### config.mk
export PLATFORM = sky130hd
export DESIGN_NAME = vedic_seq_mult
export DESIGN_NICKNAME = d
export VERILOG_FILES = /design/src/rtl/vedic_seq_mult.sv
export SDC_FILE = /design/constraint.sdc
export NUM_CORES = 1
export LEC_CHECK = 0
export CAP_MARGIN = 15
export CORE_UTILIZATION = 51
export CTS_CLUSTER_SIZE = 30
export DETAILED_ROUTE_END_ITERATION = 8
export PLACE_DENSITY = 0.76
export SYNTH_ARGS = -nofsm -noshare
export SYNTH_HDL_FRONTEND = slang
export SYNTH_SLANG_ARGS = --single-unit
export TNS_END_PERCENT = 5
### constraint.sdc
create_clock -name clk -period 3.42 [get_ports clk]
set_clock_uncertainty 0.05 [all_clocks]
set_input_delay 0.684 -clock clk [delete_from_list [all_inputs] [get_ports clk]]
set_output_delay 0.684 -clock clk [all_outputs]
set_load 0.005 [all_outputs]
### src/rtl/vedic_seq_mult.sv
// vedic_seq_mult: iterative unsigned WIDTH x WIDTH multiplier built around one
// shared vedic2X2 (2-bit x 2-bit) core. One digit pair is multiplied per cycle
// and its 4-bit partial product is shifted into a 2*WIDTH-bit accumulator.
// Optional feature macro: VEDIC_SEQ_ZERO_SKIP_EN. When defined, a zero operand
// bypasses the digit sweep and the zero result appears after one cycle.

// 2x2 unsigned multiplier made from two half adders (Urdhva-Tiryagbhyam form).
module vedic2X2 (
  input  logic [1:0] a_i,
  input  logic [1:0] b_i,
  output logic [3:0] pp_o
);
  logic t_lo_cross;
  logic t_hi_cross;
  logic t_hi;
  logic c_mid;

  assign t_lo_cross = a_i[1] & b_i[0];
  assign t_hi_cross = a_i[0] & b_i[1];
  assign t_hi       = a_i[1] & b_i[1];
  assign c_mid      = t_lo_cross & t_hi_cross;

  assign pp_o[0] = a_i[0] & b_i[0];
  assign pp_o[1] = t_lo_cross ^ t_hi_cross;
  assign pp_o[2] = t_hi ^ c_mid;
  assign pp_o[3] = t_hi & c_mid;
endmodule

module vedic_seq_mult #(
  parameter int WIDTH = 8
) (
  input  logic               clk,
  input  logic               rst,
  input  logic               in_valid,
  output logic               in_ready,
  input  logic [WIDTH-1:0]   a,
  input  logic [WIDTH-1:0]   b,
  output logic               out_valid,
  input  logic               out_ready,
  output logic [2*WIDTH-1:0] m,
  output logic               busy
);
  localparam int D    = WIDTH / 2;
  localparam int CW   = (D > 1) ? $clog2(D) : 1;
  localparam int ND   = 1 << CW;
  localparam int P    = 2 * WIDTH;
  localparam logic [CW-1:0] LAST = CW'(D - 1);
  localparam logic [CW-1:0] ONE  = CW'(1);

  typedef enum logic [1:0] {
    IDLE = 2'd0,
    RUN  = 2'd1,
    DONE = 2'd2
  } state_t;

  state_t           state_q;
  logic [WIDTH-1:0] a_r_q;
  logic [WIDTH-1:0] b_r_q;
  logic [P-1:0]     acc_q;
  logic [P-1:0]     acc_d;
  logic [CW-1:0]    i_q;
  logic [CW-1:0]    j_q;
  logic             out_valid_q;
  logic [P-1:0]     m_q;

  // Digit views of the captured operands, padded to a power-of-two table so
  // the counter can index it directly; padding entries are never selected.
  logic [1:0] a_dig [ND];
  logic [1:0] b_dig [ND];

  genvar gi;
  generate
    for (gi = 0; gi < ND; gi++) begin : g_digits
      if (gi < D) begin : g_real
        assign a_dig[gi] = a_r_q[2*gi+1:2*gi];
        assign b_dig[gi] = b_r_q[2*gi+1:2*gi];
      end else begin : g_pad
        assign a_dig[gi] = 2'b00;
        assign b_dig[gi] = 2'b00;
      end
    end
  endgenerate

  logic [1:0]   a_sel;
  logic [1:0]   b_sel;
  logic [3:0]   pp;
  logic [P-1:0] pp_ext;
  logic [P-1:0] pp_shifted;
  logic [CW:0]  ij_sum;
  logic         last_pair;

  assign a_sel = a_dig[i_q];
  assign b_sel = b_dig[j_q];

  vedic2X2 u_core (
    .a_i  (a_sel),
    .b_i  (b_sel),
    .pp_o (pp)
  );

  assign ij_sum    = {1'b0, i_q} + {1'b0, j_q};
  assign pp_ext    = P'(pp);
  assign last_pair = (i_q == LAST) && (j_q == LAST);

`ifdef VEDIC_SEQ_ZERO_SKIP_EN
  logic zero_op;
  assign zero_op = (a == '0) || (b == '0);
`endif

  // Partial product weighted by 4^(i+j) and folded into the running sum.
  always_comb begin
    pp_shifted = '0;
    acc_d      = acc_q;
    pp_shifted = pp_ext << {ij_sum, 1'b0};
    acc_d      = acc_q + pp_shifted;
  end

  // Control FSM with the accumulator, digit counters and registered result.
  always_ff @(posedge clk or posedge rst) begin
    if (rst) begin
      state_q     <= IDLE;
      a_r_q       <= '0;
      b_r_q       <= '0;
      acc_q       <= '0;
      i_q         <= '0;
      j_q         <= '0;
      out_valid_q <= 1'b0;
      m_q         <= '0;
    end else begin
      case (state_q)
        IDLE: begin
          if (in_valid) begin
            a_r_q   <= a;
            b_r_q   <= b;
            acc_q   <= '0;
            i_q     <= '0;
            j_q     <= '0;
            state_q <= RUN;
`ifdef VEDIC_SEQ_ZERO_SKIP_EN
            // Jump straight to the final pair: its product is zero, so one
            // RUN cycle closes the operation with acc still 0.
            if (zero_op) begin
              i_q <= LAST;
              j_q <= LAST;
            end
`endif
          end
        end
        RUN: begin
          acc_q <= acc_d;
          if (last_pair) begin
            i_q         <= '0;
            j_q         <= '0;
            m_q         <= acc_d;
            out_valid_q <= 1'b1;
            state_q     <= DONE;
          end else if (j_q == LAST) begin
            j_q <= '0;
            i_q <= i_q + ONE;
          end else begin
            j_q <= j_q + ONE;
          end
        end
        DONE: begin
          if (out_ready) begin
            out_valid_q <= 1'b0;
            state_q     <= IDLE;
          end
        end
        default: begin
          state_q     <= IDLE;
          out_valid_q <= 1'b0;
        end
      endcase
    end
  end

  assign in_ready  = (state_q == IDLE) && !rst;
  assign busy      = (state_q == RUN) || (state_q == DONE);
  assign out_valid = out_valid_q;
  assign m         = m_q;

endmodule

### Word-level counts from Yosys, hierarchy flattened

Index checks and enable logic that the tools add are counted.

* output and inout bits: 19
* word-level logic and storage cells: 68
* register bits: 55
* input bits: 20

* equality and inequality tests: 8
* reductions and logical operators: 12
* bitwise logic cells: 11
* $lt $le $gt $ge: 2
* multiplexer cells: 22
* shift-type cells: 1
* $add $sub $neg: 4

Operators by type and width (count)
* 16-bit one-hot mux with 2 select lines: 1
* 2-bit 2-to-1 mux: 12
* 16-bit adder: 1
* 16-bit 2-to-1 mux: 1
* 4-bit by 4-bit left shift with 16-bit output: 1
* 3-bit AND reduction: 3
* 2-bit binary-select mux with 2-bit select: 2
* 2-bit one-hot mux with 2 select lines: 2
* 1-bit AND: 6
* 2-bit equality test (second input constant): 3
* 3-bit greater-or-equal comparator (second input constant): 2
* 2-bit != test (second input constant): 3
* 2-bit inverter with 3-bit output: 2
* 2-bit one-hot mux with 3 select lines: 1
* 2-bit AND reduction: 3
* 2-bit by 1-bit adder with 2-bit output (second input constant): 2
* 2-bit by 2-bit adder with 3-bit output: 1
* 3-bit != test (second input constant): 1
* 1-bit one-hot mux with 3 select lines: 1
* 2-bit by 1-bit equality test with 1-bit output (second input constant): 1
* 1-bit logical AND: 2
* 2-bit zero test: 1
* 1-bit 2-to-1 mux: 2
* 2-bit nonzero test: 1
* other kinds (4): 5

### Longest topological paths before layout

Gate-level depths: netlist of the first run.

* depth after elaboration: 10
* mapped depth: 15
* gate-level depth less buffers: 14

### By module

From an unflattened synthesis of the first run, not the netlist that was laid out.

* cells, all modules: 308
* area total of the unflattened synthesis: 3143.0 um2

Modules (own cells, without submodules)
* vedic_seq_mult: cells an instance 302, area each 3093.0 um2, instances 1, seq. area each 1376.3 um2
* vedic2X2: cells an instance 6, area each 50.0 um2, instances 1, seq. area each 0.0 um2

### Worst setup path before layout of the first run

Ideal clock, no wire load.

* kind: register to register
* from: register j_q[0]
* to: register acc_q[15]
* library setup time: 0.087 ns
* data arrival time: 3.493 ns
* path buffers: 0
* clock period less this slack: 3.630 ns
* stages on the path, launching flop included: 15
* slack: -0.210 ns
* cell sequence: dfrtp_1 > mux4_2 > and2_1 > ha_1 > ha_1 > nor2b_1 > a31oi_1 > nor2_1 > ha_1 > o211ai_1 > o21bai_4 > o311ai_4 > o21ai_2 > mux2_4 > o211ai_1

* longest elaborated chain between the ends: 10
* elaborated cells between the ends (all ways): 16
* those cells by class: add/sub (2); shift (1); mux (4); bitwise (9)

Ends and longest elaborated chain
* from (decl): line 62 `logic [CW-1:0] j_q;`
* from (signal assigned): line 161 `j_q <= j_q + ONE;`
* 2-bit inverter with 3-bit output (implied by the code): line 93 `assign b_sel = b_dig[j_q];`
* 2-bit binary-select mux with 2-bit select: line 93
* 2-bit 2-to-1 mux (implied by the code) (2 in series): line 93
* 1-bit AND (on tied branches): line 18, 19
* 1-bit AND: line 21 `assign c_mid = t_lo_cross & t_hi_cross;`
* 1-bit XOR / 1-bit AND (equally long branches): line 25, 26
* 4-bit by 4-bit left shift with 16-bit output (*): line 114 `pp_shifted = pp_ext << {ij_sum, 1'b0};`
* 16-bit adder (*): line 115 `acc_d = acc_q + pp_shifted;`
* 16-bit one-hot mux with 2 select lines (*): line 130 `case (state_q)`
* to (signal assigned): line 124 `acc_q <= '0;`
* to (signal assigned): line 135 `acc_q <= '0;`
* to (signal assigned): line 150 `acc_q <= acc_d;`
* to (decl): line 59 `logic [P-1:0] acc_q;`

Every way passes the cells marked *; elsewhere a longest branch is shown, timed or not. The select of a mux whose other input is x is not followed.
A chain may end at the register's enable or synchronous reset.

### Final worst setup path of the first run

Same ends and word-level chain as after synthesis.

==> results of run 1 <==
## power by group
group          leakage [nW]  switching, W  internal [W]
Sequential            0.722      0.000104      0.000820
Combinational          1.11      0.000826      0.000862
Clock                0.0505      0.000217      0.000185
Total                  1.88       0.00115       0.00187
## critical path, delay by kind of cell, from the launching register on
family                   cells  cell delay [ns]
AO/OA/AOI/OAI                6             1.09
multiplexers                 1             0.31
buffers and inverters        4             0.52
AND/OR/NAND/NOR              2             0.34
flip-flops                   1             0.44
adder cells (fa/ha/maj)      3             0.86
## Yosys cell counts (all sizes together), types with 2 or more instances
master,count
o31ai,3
a211oi,2
nand2b,5
o211ai,4
nor2b,7
a31oi,7
and2,5
o41ai,2
inv,12
nor3,5
o21ai,35
nand2,43
buf,2
fa,2
mux2,18
nand3,4
nor2,14
a21oi,11
a21o,5
mux2i,2
and3,2
o21bai,2
xor2,5
ha,24
o22ai,4
mux4,4
a22o,3
dfrtp,55
clkbuf,14
xnor2,8
## cell usage in the layout (no fill, tap or decap), types with 3 or more instances in the layout
| master | netlist | layout |
|---|---|---|
| sky130_fd_sc_hd__a21o_1 | 5 | 5 |
| sky130_fd_sc_hd__a21oi_1 | 11 | 8 |
| sky130_fd_sc_hd__a21oi_2 | 0 | 3 |
| sky130_fd_sc_hd__a22o_1 | 3 | 3 |
| sky130_fd_sc_hd__a31oi_1 | 7 | 6 |
| sky130_fd_sc_hd__and2_1 | 5 | 3 |
| sky130_fd_sc_hd__buf_4 | 0 | 43 |
| sky130_fd_sc_hd__clkbuf_8 | 0 | 7 |
| sky130_fd_sc_hd__clkdlybuf4s50_1 | 0 | 38 |
| sky130_fd_sc_hd__dfrtp_1 | 55 | 54 |
| sky130_fd_sc_hd__ha_1 | 24 | 20 |
| sky130_fd_sc_hd__ha_4 | 0 | 4 |
| sky130_fd_sc_hd__inv_1 | 12 | 11 |
| sky130_fd_sc_hd__mux2_2 | 17 | 17 |
| sky130_fd_sc_hd__mux4_2 | 4 | 4 |
| sky130_fd_sc_hd__nand2_1 | 43 | 42 |
| sky130_fd_sc_hd__nand2b_1 | 5 | 5 |
| sky130_fd_sc_hd__nand3_1 | 4 | 4 |
| sky130_fd_sc_hd__nor2_1 | 14 | 11 |
| sky130_fd_sc_hd__nor2b_1 | 7 | 5 |
| sky130_fd_sc_hd__nor3_1 | 5 | 5 |
| sky130_fd_sc_hd__o211ai_1 | 4 | 4 |
| sky130_fd_sc_hd__o21ai_0 | 34 | 31 |
| sky130_fd_sc_hd__o21ai_1 | 0 | 3 |
| sky130_fd_sc_hd__o22ai_1 | 4 | 3 |
| sky130_fd_sc_hd__xnor2_1 | 8 | 8 |
| sky130_fd_sc_hd__xor2_1 | 5 | 5 |
## registers in the layout, summed over array words and instances, names as in the netlist
| name | cells |
|---|---|
| acc_q | 16 |
| m | 16 |
| a_r_q | 8 |
| b_r_q | 8 |
| i_q | 2 |
| j_q | 2 |
| state_q | 2 |
| out_valid | 1 |
## area by class of cell
type,instances,area [sq um]
flip-flops and latches,55,1380
clock buffers,7,96.3
inverters,12,45.0
clock inverters,1,7.51
fillers,441,1830
well taps,75,93.8
repair buffers,81,703
multi-input cells,244,1940
## cell families (layout without fill, tap and decap cells)
group | after synthesis | after routing | share of synthesized area, %
AO/OA/AOI/OAI | 88 | 88 | 18.0
adder cells (fa/ha/maj) | 26 | 26 | 10.3
multiplexers | 24 | 24 | 9.70
flip-flops | 55 | 55 | 41.7
XOR/XNOR | 13 | 13 | 3.45
buffers and inverters | 28 | 101 | 3.49
AND/OR/NAND/NOR | 93 | 93 | 13.3
## per-layer routing
| layer | part of all wire, % | up-vias | global-route usage [%] |
|---|---|---|---|
| met4 | 2.0 | 0 | 8.77 |
| met5 | 0 | - | 0 |
| li1 | - | 1312 | - |
| met3 | 4.1 | 18 | 3.85 |
| met2 | 52 | 92 | 42.6 |
| met1 | 42 | 1307 | 29.8 |
## through the flow
step	area (sq um)	hold slack [ns]	util [%]	power [W]
after floorplan	3300	0.405	-	0.00183
after global placement	4010	0.410	65.8	0.00235
after detailed placement	4010	0.421	65.8	0.00240
after CTS	4140	0.444	67.9	0.00284
after global routing	4270	0.476	70.0	0.00322
final	4270	0.438	70.0	0.00301
## final timing paths
kind,startpoint,endpoint,slack (ns),cells after the start
worst max-delay path,j_q[0],acc_q[15],-0.29,16
worst min-delay path,m[9],m[9],0.44,2
worst max register to register,j_q[0],acc_q[15],-0.29,16
worst min register to register,m[9],m[9],0.44,2
max in group asynchronous,rst,acc_q[11],2.01,3
min in group asynchronous,rst,b_r_q[1],0.68,2
## timing repair
item | in CTS | in global routing
pin swaps | 6 | 13
endpoints found under the hold margin | 0 | 0
buffers inserted | 0 | 2
resized for setup | 5 | 22
endpoints found under the setup margin | 20 | 24
==> summary.txt, run 1 <==
Timing
  – Final count of pins violating max slew: 0
  – Final setup vio count: 14
  – Unrepaired setup endpoints after global routing: yes
  – Period minus WS final: 3.71 ns
  – Post-route setup slack: -0.288 ns
  – Final Hold Vio Count: 0
  – Fmax: about 270 MHz
  – Normalized max-slew margin: 57.9%
  – Slew at the pin with the worst max-slew slack: 0.630 ns
  – Setup tns final: -2.20 ns
  – Share of the clock period used by the worst path: 108%

Logic synthesis
  – Net count after synthesis: 373
  – EDFF count, synth: 0
  – Area share of the leading cell type in the synthesized netlist: around two fifths
  – Async set or reset register ratio after synthesis: 100%
  – Combined area of all synthesized cells: about 3300 sq um
  – Most area-consuming cells after synthesis: sky130_fd_sc_hd__dfrtp_1 42%, sky130_fd_sc_hd__ha_1 9.1%, sky130_fd_sc_hd__mux2_2 5.8%
  – Number of distinct library cells after synthesis: between 50 and 60
  – Total number of yosys warnings: 0
  – Syn_area_per_cell: 10.1 sq um
  – Yosys top cell by area: sky130_fd_sc_hd__dfrtp_1
  – Number of standard cells after synthesis: approximately 330
  – Seq/Total Area, Yosys: around two fifths
  – Total of flip-flops plus latches after synthesis: 55
  – Top_reg_cell synth: sky130_fd_sc_hd__dfrtp_1

Cells and area
  – Layout area overhead: 29.3%
  – Final cell count without fillers: approximately 480
  – Share of cells above drive strength 1: 26.0%
  – Net count, final: approximately 450
  – Number of diodes added for antenna fixing: 0

Drt
  – Wirelength per Cell: 15.9 um
  – Vias per std cell: around 5.7
  – Vias: 2,729
  – DRC violations left: 0
  – Total length of routed wires: 7570 um
  – First-iteration detailed-routing DRC count: 160
  – Antenna Nets Post-Route: 0
  – Detailed-routing iteration count for the pre-antenna-repair pass: 6

Power and ir drop
  – Leakage power of the design: 1.88 nW
  – Power density over cell area: just over 700 nW/um^2
  – Peak VDD IR: ~0.0005 V

Setup path
  – Worst-path fanout max: 8
  – Most numerous cell on the critical path: sky130_fd_sc_hd__buf_4
  – Critical setup path kind: reg -> reg
  – Element type at the critical path start: flip-flop
  – Worst endpoint data arrival time: between 3 and 4 ns
  – Sequence of cells on the critical path: buf_4, buf_4, ha_1, inv_1, fa_1, buf_4, nor2_2, a31oi_4, nor2b_2, ha_1, a21o_1, o21bai_4, o311ai_4, o21ai_2, mux2_4, o211ai_1
  – Worst setup EP type: flip-flop
  – Worst stage delay on the critical path: about 0.44 ns
  – Slowest CP cell: sky130_fd_sc_hd__dfrtp_2
  – Required time of the worst setup path: between 3 and 4 ns

Die
  – Die span in y: around 82 um
  – Starting density of the core: 54.1%
  – I/O pin count: 39
  – Die footprint: approximately 6800 sq um
  – Std-Cell Core Area: about 6100 sq um
  – Chip width: between 80 and 90 um
  – Floorplan row count: 28

Outcome
  – Run status: finished with violations
  – Violated checks: negative setup slack

Clocking
  – Hold Buf Count CTS: 0
  – Clock latency at the later pin of the worst-skew pair: between 0.3 and 0.4 ns
  – Clock tree root buffer cell: sky130_fd_sc_hd__clkbuf_8
  – H-tree Lvls: 2
  – Reg clk slew, reported paths: roughly 0.1 ns
  – Maximum buffer depth of the clock tree: 2
  – Total CTS buffers: 5
  – TritonCTS clock tree: done
  – Clk sink count: 55

Job
  – Max capacitance violation total: 0

Global route
  – Total track usage: approximately a quarter
  – Initial antenna violation count: 0
  – Number of global-route vias before repair: between 2k and 3k
  – Pin count of the biggest net entering global routing: 26
  – Aggregate global routing overflow: 0
  – Wire length of the first global-routing pass: approximately 12,000 um

Worst hold path
  – Min-Delay Path Class: reg -> reg

Placement
  – Number of placed instances, taps included: between 400 and 500
  – HPWL Detailed: approximately 5500 um
  – # port buffers: 38
  – Final Wtd Congestion: between 0.9 and 1
  – Worst Setup Slack post-DPL: -0.241 ns
(Power assumes the default switching activity.)
==> run 2, diff against run 1 <==
Settings changed: CELL_PAD_IN_SITES_DETAIL_PLACEMENT set to 1, CELL_PAD_IN_SITES_GLOBAL_PLACEMENT set to 2, CORE_UTILIZATION 51 to 32, PLACE_DENSITY 0.76 to 0.74.
==> run 2 against run 1 <==
  * Worst setup slack better by 0.14 ns
  * Largest power group unchanged
  * Cell count is 15% higher
  * Design area grew 5.5%
  * First-iteration DRC count decreased by 48%
  * Global-route usage down 8.0 points
  * The flow still finishes with violations (negative setup slack)
  * Sequential share of layout area fell by 1.7 points
  * Sequential power down 0.4%
==> summary.txt, run 2 (synthesis results as in run 1) <==
Outcome
  – Run status: finished with violations
  – Violated checks: negative setup slack

Drt
  – Vias per std cell: 4.92
  – First-iteration detailed-routing DRC count: 83
  – Total length of routed wires: just over 8000 um
  – Detailed-routing iteration count for the pre-antenna-repair pass: 4
  – DRC violations left: 0
  – Antenna Nets Post-Route: 0
  – Wirelength per Cell: about 15 um
  – Vias: around 2.7k

Timing
  – Post-route setup slack: -0.144 ns
  – Setup tns final: -0.628 ns
  – Fmax: 281 MHz
  – Normalized max-slew margin: between 50% and 60%
  – Unrepaired setup endpoints after global routing: yes
  – Final setup vio count: 9
  – Period minus WS final: around 3.6 ns
  – Slew at the pin with the worst max-slew slack: 0.712 ns
  – Final Hold Vio Count: 0
  – Final count of pins violating max slew: 0
  – Share of the clock period used by the worst path: 104%

Global route
  – Wire length of the first global-routing pass: between 10,000 and 15,000 um
  – Pin count of the biggest net entering global routing: 34
  – GRT met1 Usage: 21.8%
  – Aggregate global routing overflow: 0
  – Met3 capacity usage during global routing: 2.20%
  – Met2 usage in global routing: 27.7%
  – Number of global-route vias before repair: roughly 2.9k
  – Most utilized layer in the global route result: met2
  – Initial antenna violation count: 0
  – Total track usage: 16.2%

Clocking
  – Reg clk slew, reported paths: between 0.1 and 0.15 ns
  – Total CTS buffers: 5
  – H-tree Lvls: 2
  – Clock tree root buffer cell: sky130_fd_sc_hd__clkbuf_8
  – Clk sink count: 55
  – Clock latency at the later pin of the worst-skew pair: roughly 0.32 ns
  – Maximum buffer depth of the clock tree: 2
  – TritonCTS clock tree: done

Die
  – Starting density of the core: approximately a third
  – Chip width: between 100 and 150 um
  – I/O pin count: 39
  – Die span in y: 104 um
  – Std-Cell Core Area: 9860 sq um
  – Die footprint: about 11,000 sq um
  – Floorplan row count: 36

Placement
  – # port buffers: 38
  – Worst Setup Slack post-DPL: -0.323 ns
  – Placed Area: ~4200 sq um
  – Final Wtd Congestion: 0.845
  – Number of placed instances, taps included: about 530
  – HPWL Detailed: between 6000 and 7000 um

Power and ir drop
  – Power density over cell area: slightly below 700 nW/um^2
  – Post-layout total power: about 0.0031 W
  – Leakage power of the design: 1.94 nW
  – Peak VDD IR: around 0.00031 V

Setup path
  – Critical setup path kind: reg -> reg
  – Worst-path fanout max: 4
  – Element type at the critical path start: flip-flop
  – Required time of the worst setup path: about 3.6 ns
  – Worst endpoint data arrival time: roughly 3.8 ns
  – Worst setup EP type: flip-flop

Cells and area
  – Number of diodes added for antenna fixing: 0
  – Final cell count without fillers: 544
  – Share of cells above drive strength 1: between 20% and 30%
  – Layout area overhead: 36.4%
  – Total non-filler cell area in the finished layout: around 4500 sq um
  – Net count, final: 456
  – Most common cell after layout, fill and taps aside: sky130_fd_sc_hd__dfrtp_1
  – Top library cells by usage in the layout, fill and taps aside: 54 x sky130_fd_sc_hd__dfrtp_1, 50 x sky130_fd_sc_hd__buf_4, 42 x sky130_fd_sc_hd__nand2_1, 38 x sky130_fd_sc_hd__clkdlybuf4s50_1, 31 x sky130_fd_sc_hd__o21ai_0

Job
  – Max capacitance violation total: 0

Worst hold path
  – Min-Delay Path Class: reg -> reg
## run 2: cell count changes in the layout (fill, tap and decap cells not counted), moves of 2 or more
cell | previous run | this run
sky130_fd_sc_hd__clkbuf_8 | 7 | 5
sky130_fd_sc_hd__buf_4 | 43 | 50
sky130_fd_sc_hd__o22ai_2 | 1 | 3
sky130_fd_sc_hd__o22ai_1 | 3 | 1
sky130_fd_sc_hd__buf_6 | 0 | 3
sky130_fd_sc_hd__a31oi_1 | 6 | 4
## run 2: what timing repair did
action,4_1_cts,5_1_grt
setup endpoints to repair,20,20
gates resized for setup,14,27
hold buffers,0,0
endpoints found under the hold margin,0,0
pin swaps,16,22
setup buffers,1,4
## run 2: worst max-delay path, stage by stage, from the launching register on
cell and delay [ns]:
sky130_fd_sc_hd__dfrtp_2 0.41, sky130_fd_sc_hd__mux4_2 0.51, sky130_fd_sc_hd__and2_4 0.18, sky130_fd_sc_hd__ha_4 0.16, sky130_fd_sc_hd__ha_4 0.21, sky130_fd_sc_hd__nor2b_4 0.13
sky130_fd_sc_hd__a31oi_4 0.15, sky130_fd_sc_hd__nor2_1 0.06, sky130_fd_sc_hd__ha_1 0.31, sky130_fd_sc_hd__o211ai_1 0.28, sky130_fd_sc_hd__o21bai_4 0.10, sky130_fd_sc_hd__o311ai_4 0.36
sky130_fd_sc_hd__o21ai_2 0.11, sky130_fd_sc_hd__mux2_4 0.32, sky130_fd_sc_hd__o211ai_1 0.15
## run 2: power breakdown
group | switching [W] | leakage, nW | internal (W)
combinational | 0.000863 | 1.17 | 0.000956
clock | 0.000238 | 0.0408 | 0.000147
sequential | 0.0000996 | 0.722 | 0.000819
total | 0.00120 | 1.94 | 0.00192
## run 2: through the flow
step / hold slack, ns / util [%]
final: 0.436 / 45.6
after global routing: 0.472 / 45.6
after detailed placement: 0.419 / 42.2
after global placement: 0.409 / 42.2
after floorplan: 0.405 / -
after CTS: 0.444 / 44.0
## run 2: final cells by class
class	count	area, sq um
clock buffers	5	68.8
clock inverters	3	23.8
fillers	1094	5360
inverters	12	45.0
multi-input cells	244	2010
flip-flops and latches	55	1380
well taps	133	166
repair buffers	92	810
## run 2: worst paths after layout
check                      slack [ns]   start         to  cells past startpoint
min                              0.44    m[9]       m[9]                      2
max reg2reg                     -0.14  j_q[0]  acc_q[15]                     14
min reg2reg                      0.44    m[9]       m[9]                      2
max in group asynchronous        1.97     rst   acc_q[8]                      3
max                             -0.14  j_q[0]  acc_q[15]                     14
min in group asynchronous        0.77     rst   a_r_q[2]                      2
## run 2: metal layers
metal	wire (um)	up-vias
li1	-	1330
met5	0	-
met4	87	0
met1	3920	1312
met2	4040	31
met3	173	6
